### src/rtl/dut_sobel_system_pkg.sv
// Shared constants and helpers for the Sobel edge-detect pipeline.
// Latency/backpressure: none (package only).
package dut_sobel_system_pkg;
   localparam int BYTE       = 8;
   localparam int PIXEL_BITS = 24;
   localparam int GRAD_BITS  = 11;

   // Ceil-log2 with a floor of 1 so single-entry structures still get a bit.
   function automatic int clog2(input int value);
      int r;
      r = 0;
      while ((1 << r) < value) r++;
      return (r < 1) ? 1 : r;
   endfunction

   // One gray byte of a 3-row column, widened to the signed gradient width.
   function automatic logic signed [GRAD_BITS-1:0] px(input logic [3*BYTE-1:0] col, input int row);
      return $signed(GRAD_BITS'(col[row*BYTE +: BYTE]));
   endfunction
endpackage

### src/rtl/dut_sobel_system_sync_fifo.sv
// First-word-fall-through FIFO: dout shows head while !empty, zero when empty.
// Writes while full are dropped, reads while empty ignored; async active-high reset.
module sync_fifo
   import dut_sobel_system_pkg::*;
#(
   parameter int DWIDTH = 8,
   parameter int DEPTH  = 2
) (
   input  logic                      i_clk,
   input  logic                      i_rst,
   input  logic                      i_wr_en,
   input  logic [DWIDTH-1:0]         i_din,
   output logic                      o_full,
   input  logic                      i_rd_en,
   output logic [DWIDTH-1:0]         o_dout,
   output logic                      o_empty,
   output logic [clog2(DEPTH+1)-1:0] o_count
);
   localparam int PW = clog2(DEPTH);
   localparam int CW = clog2(DEPTH + 1);

   logic [DWIDTH-1:0] r_mem [DEPTH];
   logic [PW-1:0]     r_wr_ptr;
   logic [PW-1:0]     r_rd_ptr;
   logic [CW-1:0]     r_count;
   logic              w_wr;
   logic              w_rd;

   assign o_full  = (r_count == CW'(DEPTH));
   assign o_empty = (r_count == '0);
   assign o_count = r_count;
   assign w_wr    = i_wr_en && !o_full;
   assign w_rd    = i_rd_en && !o_empty;
   assign o_dout  = o_empty ? '0 : r_mem[r_rd_ptr];

   always_ff @(posedge i_clk or posedge i_rst) begin
      if (i_rst) begin
         r_wr_ptr <= '0;
         r_rd_ptr <= '0;
         r_count  <= '0;
      end else begin
         if (w_wr) r_wr_ptr <= (r_wr_ptr == PW'(DEPTH - 1)) ? '0 : r_wr_ptr + PW'(1);
         if (w_rd) r_rd_ptr <= (r_rd_ptr == PW'(DEPTH - 1)) ? '0 : r_rd_ptr + PW'(1);
         case ({w_wr, w_rd})
            2'b10:   r_count <= r_count + CW'(1);
            2'b01:   r_count <= r_count - CW'(1);
            default: r_count <= r_count;
         endcase
      end
   end

   always_ff @(posedge i_clk) begin
      if (w_wr) r_mem[r_wr_ptr] <= i_din;
   end
endmodule

### src/rtl/dut_sobel_system.sv
// RGB column FIFO -> 3 grayscale converters -> 3x3 Sobel -> byte FIFO; 4 edges write-to-output.
// Each stage pops only when the downstream FIFO has room for its in-flight register, so stalls propagate losslessly.
module dut_sobel_system
   import dut_sobel_system_pkg::*;
#(
   parameter int NUM_SOBELS       = 1,
   parameter int NUM_GRAYSCALES   = 3 * NUM_SOBELS,
   parameter int RGB_DWIDTH       = PIXEL_BITS * NUM_GRAYSCALES,
   parameter int RGB_BUFFER       = 2,
   parameter int GRAYSCALE_DWIDTH = BYTE * NUM_GRAYSCALES,
   parameter int GRAYSCALE_BUFFER = 2,
   parameter int SOBEL_DWIDTH     = BYTE * NUM_SOBELS,
   parameter int SOBEL_BUFFER     = 2
) (
   input  logic                    clock,
   input  logic                    reset,
   input  logic [RGB_DWIDTH-1:0]   fifo_rgb_din,
   output logic                    fifo_rgb_full,
   input  logic                    fifo_rgb_wr_en,
   output logic [SOBEL_DWIDTH-1:0] fifo_sobel_dout,
   output logic                    fifo_sobel_empty,
   input  logic                    fifo_sobel_rd_en
);
   localparam int RCW = clog2(RGB_BUFFER + 1);
   localparam int GCW = clog2(GRAYSCALE_BUFFER + 1);
   localparam int SCW = clog2(SOBEL_BUFFER + 1);

   logic [RGB_DWIDTH-1:0]       w_rgb_dout;
   logic                        w_rgb_empty;
   logic                        w_rgb_pop;
   logic [RCW-1:0]              w_rgb_count_unused;
   logic [GRAYSCALE_DWIDTH-1:0] w_gray;
   logic [GRAYSCALE_DWIDTH-1:0] r_gray_dat;
   logic                        r_gray_vld;
   logic [GRAYSCALE_DWIDTH-1:0] w_gray_dout;
   logic                        w_gray_full;
   logic                        w_gray_empty;
   logic                        w_gray_pop;
   logic [GCW-1:0]              w_gray_count;
   logic [GCW:0]                w_gray_occ;
   logic [GRAYSCALE_DWIDTH-1:0] r_win1;
   logic [GRAYSCALE_DWIDTH-1:0] r_win2;
   logic signed [GRAD_BITS-1:0] w_gx;
   logic signed [GRAD_BITS-1:0] w_gy;
   logic [GRAD_BITS-1:0]        w_abs_x;
   logic [GRAD_BITS-1:0]        w_abs_y;
   logic [GRAD_BITS:0]          w_mag_sum;
   logic [SOBEL_DWIDTH-1:0]     w_mag;
   logic [SOBEL_DWIDTH-1:0]     r_mag;
   logic                        r_mag_vld;
   logic                        w_sob_full;
   logic                        w_sob_pop;
   logic [SCW-1:0]              w_sob_count;
   logic [SCW:0]                w_sob_occ;

   sync_fifo #(.DWIDTH(RGB_DWIDTH), .DEPTH(RGB_BUFFER)) u_rgb_fifo (
      .i_clk(clock), .i_rst(reset),
      .i_wr_en(fifo_rgb_wr_en), .i_din(fifo_rgb_din), .o_full(fifo_rgb_full),
      .i_rd_en(w_rgb_pop), .o_dout(w_rgb_dout), .o_empty(w_rgb_empty),
      .o_count(w_rgb_count_unused)
   );

   // Occupancy after this edge, counting the word already in the stage register.
   assign w_gray_occ = {1'b0, w_gray_count} + (GCW+1)'(r_gray_vld) - (GCW+1)'(w_gray_pop);
   assign w_rgb_pop  = !w_rgb_empty && !w_gray_full && (w_gray_occ < (GCW+1)'(GRAYSCALE_BUFFER));

   for (genvar k = 0; k < NUM_GRAYSCALES; k++) begin : g_gray
      logic [9:0] w_sum;
      assign w_sum = 10'(w_rgb_dout[PIXEL_BITS*k +: BYTE])
                   + 10'(w_rgb_dout[PIXEL_BITS*k + BYTE +: BYTE])
                   + 10'(w_rgb_dout[PIXEL_BITS*k + 2*BYTE +: BYTE]);
      assign w_gray[BYTE*k +: BYTE] = BYTE'(w_sum / 10'd3);
   end

   always_ff @(posedge clock or posedge reset) begin
      if (reset) begin
         r_gray_vld <= 1'b0;
         r_gray_dat <= '0;
      end else begin
         r_gray_vld <= w_rgb_pop;
         if (w_rgb_pop) r_gray_dat <= w_gray;
      end
   end

   sync_fifo #(.DWIDTH(GRAYSCALE_DWIDTH), .DEPTH(GRAYSCALE_BUFFER)) u_gray_fifo (
      .i_clk(clock), .i_rst(reset),
      .i_wr_en(r_gray_vld), .i_din(r_gray_dat), .o_full(w_gray_full),
      .i_rd_en(w_gray_pop), .o_dout(w_gray_dout), .o_empty(w_gray_empty),
      .o_count(w_gray_count)
   );

   assign w_sob_pop  = fifo_sobel_rd_en && !fifo_sobel_empty;
   assign w_sob_occ  = {1'b0, w_sob_count} + (SCW+1)'(r_mag_vld) - (SCW+1)'(w_sob_pop);
   assign w_gray_pop = !w_gray_empty && !w_sob_full && (w_sob_occ < (SCW+1)'(SOBEL_BUFFER));

   // Window after the shift: c0 = r_win1, c1 = r_win2, c2 = incoming column.
   always_comb begin
      w_gx = (px(w_gray_dout, 0) + (px(w_gray_dout, 1) <<< 1) + px(w_gray_dout, 2))
           - (px(r_win1, 0) + (px(r_win1, 1) <<< 1) + px(r_win1, 2));
      w_gy = (px(r_win1, 2) + (px(r_win2, 2) <<< 1) + px(w_gray_dout, 2))
           - (px(r_win1, 0) + (px(r_win2, 0) <<< 1) + px(w_gray_dout, 0));
      w_abs_x   = w_gx[GRAD_BITS-1] ? -w_gx : w_gx;
      w_abs_y   = w_gy[GRAD_BITS-1] ? -w_gy : w_gy;
      w_mag_sum = {1'b0, w_abs_x} + {1'b0, w_abs_y};
      w_mag     = (w_mag_sum > (GRAD_BITS+1)'(255)) ? '1 : w_mag_sum[SOBEL_DWIDTH-1:0];
   end

   always_ff @(posedge clock or posedge reset) begin
      if (reset) begin
         r_win1    <= '0;
         r_win2    <= '0;
         r_mag     <= '0;
         r_mag_vld <= 1'b0;
      end else begin
         r_mag_vld <= w_gray_pop;
         if (w_gray_pop) begin
            r_win1 <= r_win2;
            r_win2 <= w_gray_dout;
            r_mag  <= w_mag;
         end
      end
   end

   sync_fifo #(.DWIDTH(SOBEL_DWIDTH), .DEPTH(SOBEL_BUFFER)) u_sobel_fifo (
      .i_clk(clock), .i_rst(reset),
      .i_wr_en(r_mag_vld), .i_din(r_mag), .o_full(w_sob_full),
      .i_rd_en(fifo_sobel_rd_en), .o_dout(fifo_sobel_dout), .o_empty(fifo_sobel_empty),
      .o_count(w_sob_count)
   );
endmodule

### config.mk
export PLATFORM = sky130hd
export DESIGN_NAME = dut_sobel_system
export DESIGN_NICKNAME = d
export VERILOG_FILES = /design/src/rtl/dut_sobel_system_pkg.sv /design/src/rtl/dut_sobel_system_sync_fifo.sv /design/src/rtl/dut_sobel_system.sv
export SDC_FILE = /design/constraint.sdc
export NUM_CORES = 1
export LEC_CHECK = 0
export BUFFER_PORTS_ARGS = -buffer_cell sky130_fd_sc_hd__buf_4
export CAP_MARGIN = 15
export CORE_ASPECT_RATIO = 0.9
export CORE_MARGIN = 3
export CORE_UTILIZATION = 67
export CTS_CLUSTER_DIAMETER = 120
export DETAILED_ROUTE_END_ITERATION = 8
export HOLD_SLACK_MARGIN = 0.02
export PLACE_DENSITY = 0.86
export SETUP_SLACK_MARGIN = 0.05
export SYNTH_ARGS = -nofsm -noshare
export SYNTH_HDL_FRONTEND = slang
export SYNTH_SLANG_ARGS = --single-unit
### constraint.sdc
create_clock -name clock -period 14.3 [get_ports clock]
set_clock_uncertainty 0.15 [all_clocks]
set_input_delay 0.715 -clock clock [delete_from_list [all_inputs] [get_ports clock]]
set_output_delay 0.715 -clock clock [all_outputs]
set_load 0.05 [all_outputs]
# --- Yosys cells after proc, flatten, opt, wreduce, memory -nomap -nowiden ---
# Memories as Yosys holds them, arrays and structs flattened.
# Index checks and enable logic that the tools add are counted.
word_totals:
  n_memories: 3
  regBits: 94
  ramBits: 208
  latch_bits: 0
  mem_bits_ro: 0
  in_bits: 76
op_classes:
  n_div: 3
  n_reduce_logical: 22
  n_mul: 0
  n_eq_ne: 9
  n_mux: 21
  n_addsub: 35
  n_lt_le_gt_ge: 3
  bitwise: 0
  shift: 0
mem_list:
  columns: ["memory", "depth", "width", "rd", "rd_ports_with_merged_regs", "wr", "line", "rtl"]
  rows:
  - ["u_rgb_fifo.r_mem", 2, 72, 1, 0, 1, "dut_sobel_system_sync_fifo.sv:22", "logic [DWIDTH-1:0] r_mem [DEPTH];"]
  - ["u_gray_fifo.r_mem", 2, 24, 1, 0, 1, "dut_sobel_system_sync_fifo.sv:22", null]
  - ["u_sobel_fifo.r_mem", 2, 8, 1, 0, 1, "dut_sobel_system_sync_fifo.sv:22", null]
op_table:
  columns: ["op", "count"]
  rows:
  - ["$mux 72", 1]
  - ["$add 10x8->11", 4]
  - ["$add 8x9->10", 4]
  - ["$add 9x8->10", 3]
  - ["$div 10x2->10 const B", 3]
  - ["$add 8x8->9", 3]
  - ["$mux 24", 1]
  - ["$mux 11", 2]
  - ["$neg 11->11", 2]
  - ["$sub 11x11->11", 2]
  - ["$mux 8", 2]
  - ["$add 11x11->12", 1]
  - ["$eq 2x2->1 const B", 6]
  - ["$gt 12x8->1 const B", 1]
  - ["$mux 1", 12]
  - ["$pmux 2 s2", 3]
  - ["$logic_and 1x1->1", 10]
  - ["$add 1x1->1 const B", 6]
  - ["$add 2x1->2 const B", 3]
  - ["$add 2x1->3", 2]
  - ["$eq 2x1->1 const B", 3]
  - ["$logic_not 1->1", 6]
  - ["$logic_not 2->1", 3]
  - ["$lt 3x2->1 const B", 2]
  - ["3 further kinds", 8]

# --- Depth between registers and ports, before layout ---
depth:
  word_depth: 12
  ltp_mapped: 35
  mapped_depth_nobuf: 32

# --- Cells and area by module ---
# From an unflattened synthesis, not the netlist that was laid out.
hier_totals:
  cells_unflattened: 1715
  hier_area_um2: 18669.2
modules_own_cells:
  columns: ["module", "cells_each", "n_inst", "area_per_inst_um2", "seq_area_each_um2"]
  rows:
  - ["dut_sobel_system", 1220, 1, 10131.0, 2052.0]
  - ["sync_fifo (u_rgb_fifo)", 323, 1, 5720.5, 4424.2]
  - ["sync_fifo (u_gray_fifo)", 120, 1, 2019.4, 1541.5]
  - ["sync_fifo (u_sobel_fifo)", 52, 1, 798.3, 580.6]

# --- Least setup slack after synthesis ---
# OpenSTA, ideal clock, no wires.
synth_timing:
  kind: "flip-flop to flip-flop"
  start: "register u_gray_fifo.r_rd_ptr"
  end: "register r_mag[0]"
  path_stages_with_launch: 32
  path_buffers: 3
  synth_period_minus_slack_ns: 7.054
  t_arrival_ns: 6.782
  slack_ns: 7.246
  setup_ns: 0.122
  path_cell_list: "dfrtp_1 > clkbuf_1 > clkbuf_1 > mux2_2 > nand2_1 > fa_1 > fa_1 > inv_1 > fa_1 > ha_1 > a21o_1 > a21oi_1 > o21bai_1 > a21oi_1 > o21bai_1 > a21oi_1 > nor2b_1 > o21ai_0 > nand2b_1 > clkbuf_1 > mux2_2 > fa_1 > a21oi_1 > nor2_1 > nor2_1 > o21bai_1 > a21oi_1 > nor2b_1 > o21a_1 > o21ai_0 > nand4_1 > o22a_1"
synth_via:
  elab_chain_cells: 10
  word_cells_on_any_way: 15
  classes_between: "add/sub: 9; order compare: 1; mux: 4; memory: 1"
synth_rtl:
  columns: ["item", "line", "rtl"]
  rows:
  - ["start: declaration", "dut_sobel_system_sync_fifo.sv:24", "logic [PW-1:0] r_rd_ptr;"]
  - ["start signal: assignment", "dut_sobel_system_sync_fifo.sv:43", "if (w_rd) r_rd_ptr <= (r_rd_ptr == PW'(DEPTH - 1)) ? '0 : r_rd_ptr + PW'(1);"]
  - ["$mem_v2 2x24 (*)", null, null]
  - ["$mux 24 (*)", "dut_sobel_system_sync_fifo.sv:34", "assign o_dout = o_empty ? '0 : r_mem[r_rd_ptr];"]
  - ["$add 8x9->10", "dut_sobel_system.sv:98", "w_gx = (px(w_gray_dout, 0) + (px(w_gray_dout, 1) <<< 1) + px(w_gray_dout, 2))"]
  - ["$add 10x8->11", "dut_sobel_system.sv:98", null]
  - ["$sub 11x11->11", "dut_sobel_system.sv:99", "- (px(r_win1, 0) + (px(r_win1, 1) <<< 1) + px(r_win1, 2));"]
  - ["$neg 11->11", "dut_sobel_system.sv:102", "w_abs_x = w_gx[GRAD_BITS-1] ? -w_gx : w_gx;"]
  - ["$mux 11", "dut_sobel_system.sv:102", null]
  - ["$add 11x11->12 (*)", "dut_sobel_system.sv:104", "w_mag_sum = {1'b0, w_abs_x} + {1'b0, w_abs_y};"]
  - ["$gt 12x8->1", "dut_sobel_system.sv:105", "w_mag = (w_mag_sum > (GRAD_BITS+1)'(255)) ? '1 : w_mag_sum[SOBEL_DWIDTH-1:0];"]
  - ["$mux 8 (*)", "dut_sobel_system.sv:105", null]
  - ["end signal: assignment", "dut_sobel_system.sv:119", "r_mag <= w_mag;"]
  - ["end: declaration", "dut_sobel_system.sv:49", "logic [SOBEL_DWIDTH-1:0] r_mag;"]
# Mark *: on every way between the ends. The rest lies on a longest branch, timed or not.
# A chain may end at the register's enable or synchronous reset.

# --- Worst setup path in the final report ---
layout_timing:
  start: "register u_gray_fifo.r_rd_ptr"
  end: "register r_mag[2]"
# Same word-level chain as after synthesis.

==> results by group <==
Clock network
  – H-tree levels: 1
  – Clk_lat worst skew: roughly 0.57 ns
  – Post-CTS Setup Repair Bufs: 0
  – Hold Buf Count CTS: 0
  – Clk root buf: clkbuf_16
  – CTS Buf Count: 30
  – Clock transition at the registers of the reported paths: 0.06 ns
  – CTS tree: yes
  – Resize count post-CTS: 0
  – Clk buf depth: 3
  – Clock sinks: 302

Timing
  – Worst-Margin Slew: around 1.1 ns
  – Fin worst setup slack: 6.31 ns
  – Final setup violation count: 0
  – FMAX: 125 MHz
  – Slew headroom: 26.8%
  – Fin. Hold Viols: 0
  – Setup TNS: 0 ns
  – Slew Viols, Final: 0
  – Period utilization: between 50% and 60%
  – Hold WS: 0.0984 ns
  – Period minus WS final: 7.99 ns
  – RSZ-0062 raised after global routing: no

GRT
  – GRT Overall Usage: 25.2%
  – First-pass GRT wire length: 61400 um
  – Initial antenna violation count: 0
  – Vias in the first global route: between 10000 and 15000
  – GRT overflow: 0
  – Largest net degree at the start of global routing: 73

Floorplanning
  – Die span in x: about 180 um
  – Starting density of the core: between 60% and 70%
  – Core Region: 26500 um^2
  – Die ar.: around 29000 um^2
  – Die height: 163 um
  – Placement Rows: 56
  – # IOs: 86

Setup path
  – CP dominant cell by count: a21oi_1
  – Slowest CP cell: dfrtp_1
  – Crit-path max cell delay: 1.07 ns
  – Critical path data arrival time: 8.27 ns
  – CP required: 14.58 ns
  – Crit. End Element: flop
  – Critical path fanouts, max: 25
  – Worst R2R Path Depth: 28
  – CP Launch Type: flop
  – Crit path kind: flop to flop

Logic synthesis
  – Synth unique cells: 87
  – Post-Synthesis Cells: approximately 1700
  – Post-synth EDFFs: 208
  – Syn_nets: 1885
  – Synthesized area per cell: around 11 um^2
  – Ys Warns: 0
  – Asr flop ratio synth: between 30% and 40%
  – Main synth FF type: edfxtp_1
  – Mapped cell area: 18300 um^2
  – Sequential fraction of the synthesis area: 47.0%
  – FF+latch count, synth: 302

Drt
  – DRC: 0
  – Drt pass-1 iters: 5
  – ANT nets after route: 0
  – Initial drt markers: between 1000 and 1500
  – Routed wire length per instance: approximately 17 um
  – WL final: 36400 um
  – Total number of vias: between 10000 and 15000
  – Via/cell ratio: 5.97

Place
  – Detailed Place HPWL: 25100 um
  – Post-place setup slack: 6.42 ns
  – Placer Congestion: 0.882
  – Port buffer count: 85

Final layout
  – FILL cells: 1605
  – Antenna Cells: 0
  – Area grow syn2layout: 10.3%
  – Nets@finish: between 1500 and 2000
  – Share of layout cells above drive strength 1: 13.9%

Min path
  – Hold Crit Class: primary input to asynchronous set/reset pin

Run status
  – Status: finished, final reports clean

Flow run
  – Max-Cap Viols: 0
[Yosys cell counts, drive strengths merged, types with 44 or more instances]
cell type  count  area share [%]
inv          161             3.3
clkbuf        44            0.90
ha            66             4.5
a21oi         51             1.4
nand2        187             3.8
mux2          76             4.7
mux2i         46             2.5
o21ai         97             2.7
fa            92              10
xnor2         52             2.5
edfxtp       208              34
nor2         126             2.6
dfrtp         94              13
[critical path, delay by kind of cell, from the launching register on]
| kind | cells | cell delay, ns |
|---|---|---|
| DFF | 1 | 1.07 |
| AOI/OAI and AO/OA | 13 | 2.36 |
| adders and majority gates | 5 | 2.31 |
| muxes | 2 | 0.81 |
| buffers and inverters | 1 | 0.06 |
| and+or+nand+nor | 7 | 1.11 |
[path summary, 6_finish.rpt]
| path | from | slack [ns] | endpoint |
|---|---|---|---|
| setup reg to reg | u_gray_fifo.r_rd_ptr | 6.31 | r_mag[2] |
| hold / removal | reset | 0.1 | u_rgb_fifo.o_count[0] |
| max in group asynchronous | reset | 12.62 | u_rgb_fifo.r_rd_ptr |
| min in group clock | fifo_rgb_din[65] | 0.18 | u_rgb_fifo.r_mem[1][65] |
| setup / recovery | u_gray_fifo.r_rd_ptr | 6.31 | r_mag[2] |
| hold reg to reg | r_gray_dat[18] | 0.31 | u_gray_fifo.r_mem[0][18] |
[kinds of logic (layout without fill, tap and decap cells)]
group	after synthesis	in the layout	synth area share, %
flops	302	302	47.0
buf+inv	231	316	4.89
mux	122	122	7.20
fa+ha+maj	160	160	14.7
simple gates	475	475	11.9
compound gates	288	288	10.7
xor+xnor	73	73	3.57
[per-stage QoR]
stage | util, % | instances | cell area (um^2)
6_report | 76.2 | 2084 | 20200
5_1_grt | 76.2 | 2084 | 20200
4_1_cts | 76.2 | 2084 | 20200
3_5_place_dp | 72.5 | 2028 | 19200
3_3_place_gp | 72.5 | 2028 | 19200
2_1_floorplan | - | 1651 | 18300
[layout by cell type (no fill, tap or decap), types with 30 or more instances in the layout]
master	count
a21oi_1	51
buf_4	98
clkbuf_16	30
dfrtp_1	93
edfxtp_1	208
fa_1	92
ha_1	66
inv_1	159
mux2_2	75
mux2i_1	46
nand2_1	187
nor2_1	122
o21ai_0	89
xnor2_1	52
[state kept, by name, indices dropped and copies added, names as in the netlist, 2 cells and up]
signal / cells
u_sobel_fifo.r_mem: 16
u_rgb_fifo.r_mem: 144
u_sobel_fifo.o_count: 2
r_gray_dat: 24
r_win2: 24
u_gray_fifo.r_mem: 48
r_win1: 24
u_rgb_fifo.o_count: 2
u_gray_fifo.o_count: 2
r_mag: 8
[layout make-up]
| cell class | count | area, um^2 | area share (%) |
|---|---|---|---|
| timing repair buffer | 98 | 736 | 3.65 |
| tap | 348 | 435 | 2.16 |
| inverter | 162 | 609 | 3.02 |
| clock buffer | 40 | 808 | 4.01 |
| multi-input combinational | 1118 | 8810 | 43.7 |
| sequential | 302 | 8600 | 42.6 |
| clock inverter | 16 | 176 | 0.874 |
[metal layers]
layer  share of wire, %  global-route usage (%)  up-vias
met1                 43                    35.0     6052
met4                2.6                    6.21        0
met3                5.0                    2.90       72
met2                 49                    43.3      408
li1                   -                       -     5901
met5                  0                       0        -
Power is left out: the tool's default activity adds up to more than one toggle a clock period on the data nets, which glitch-free logic cannot reach.
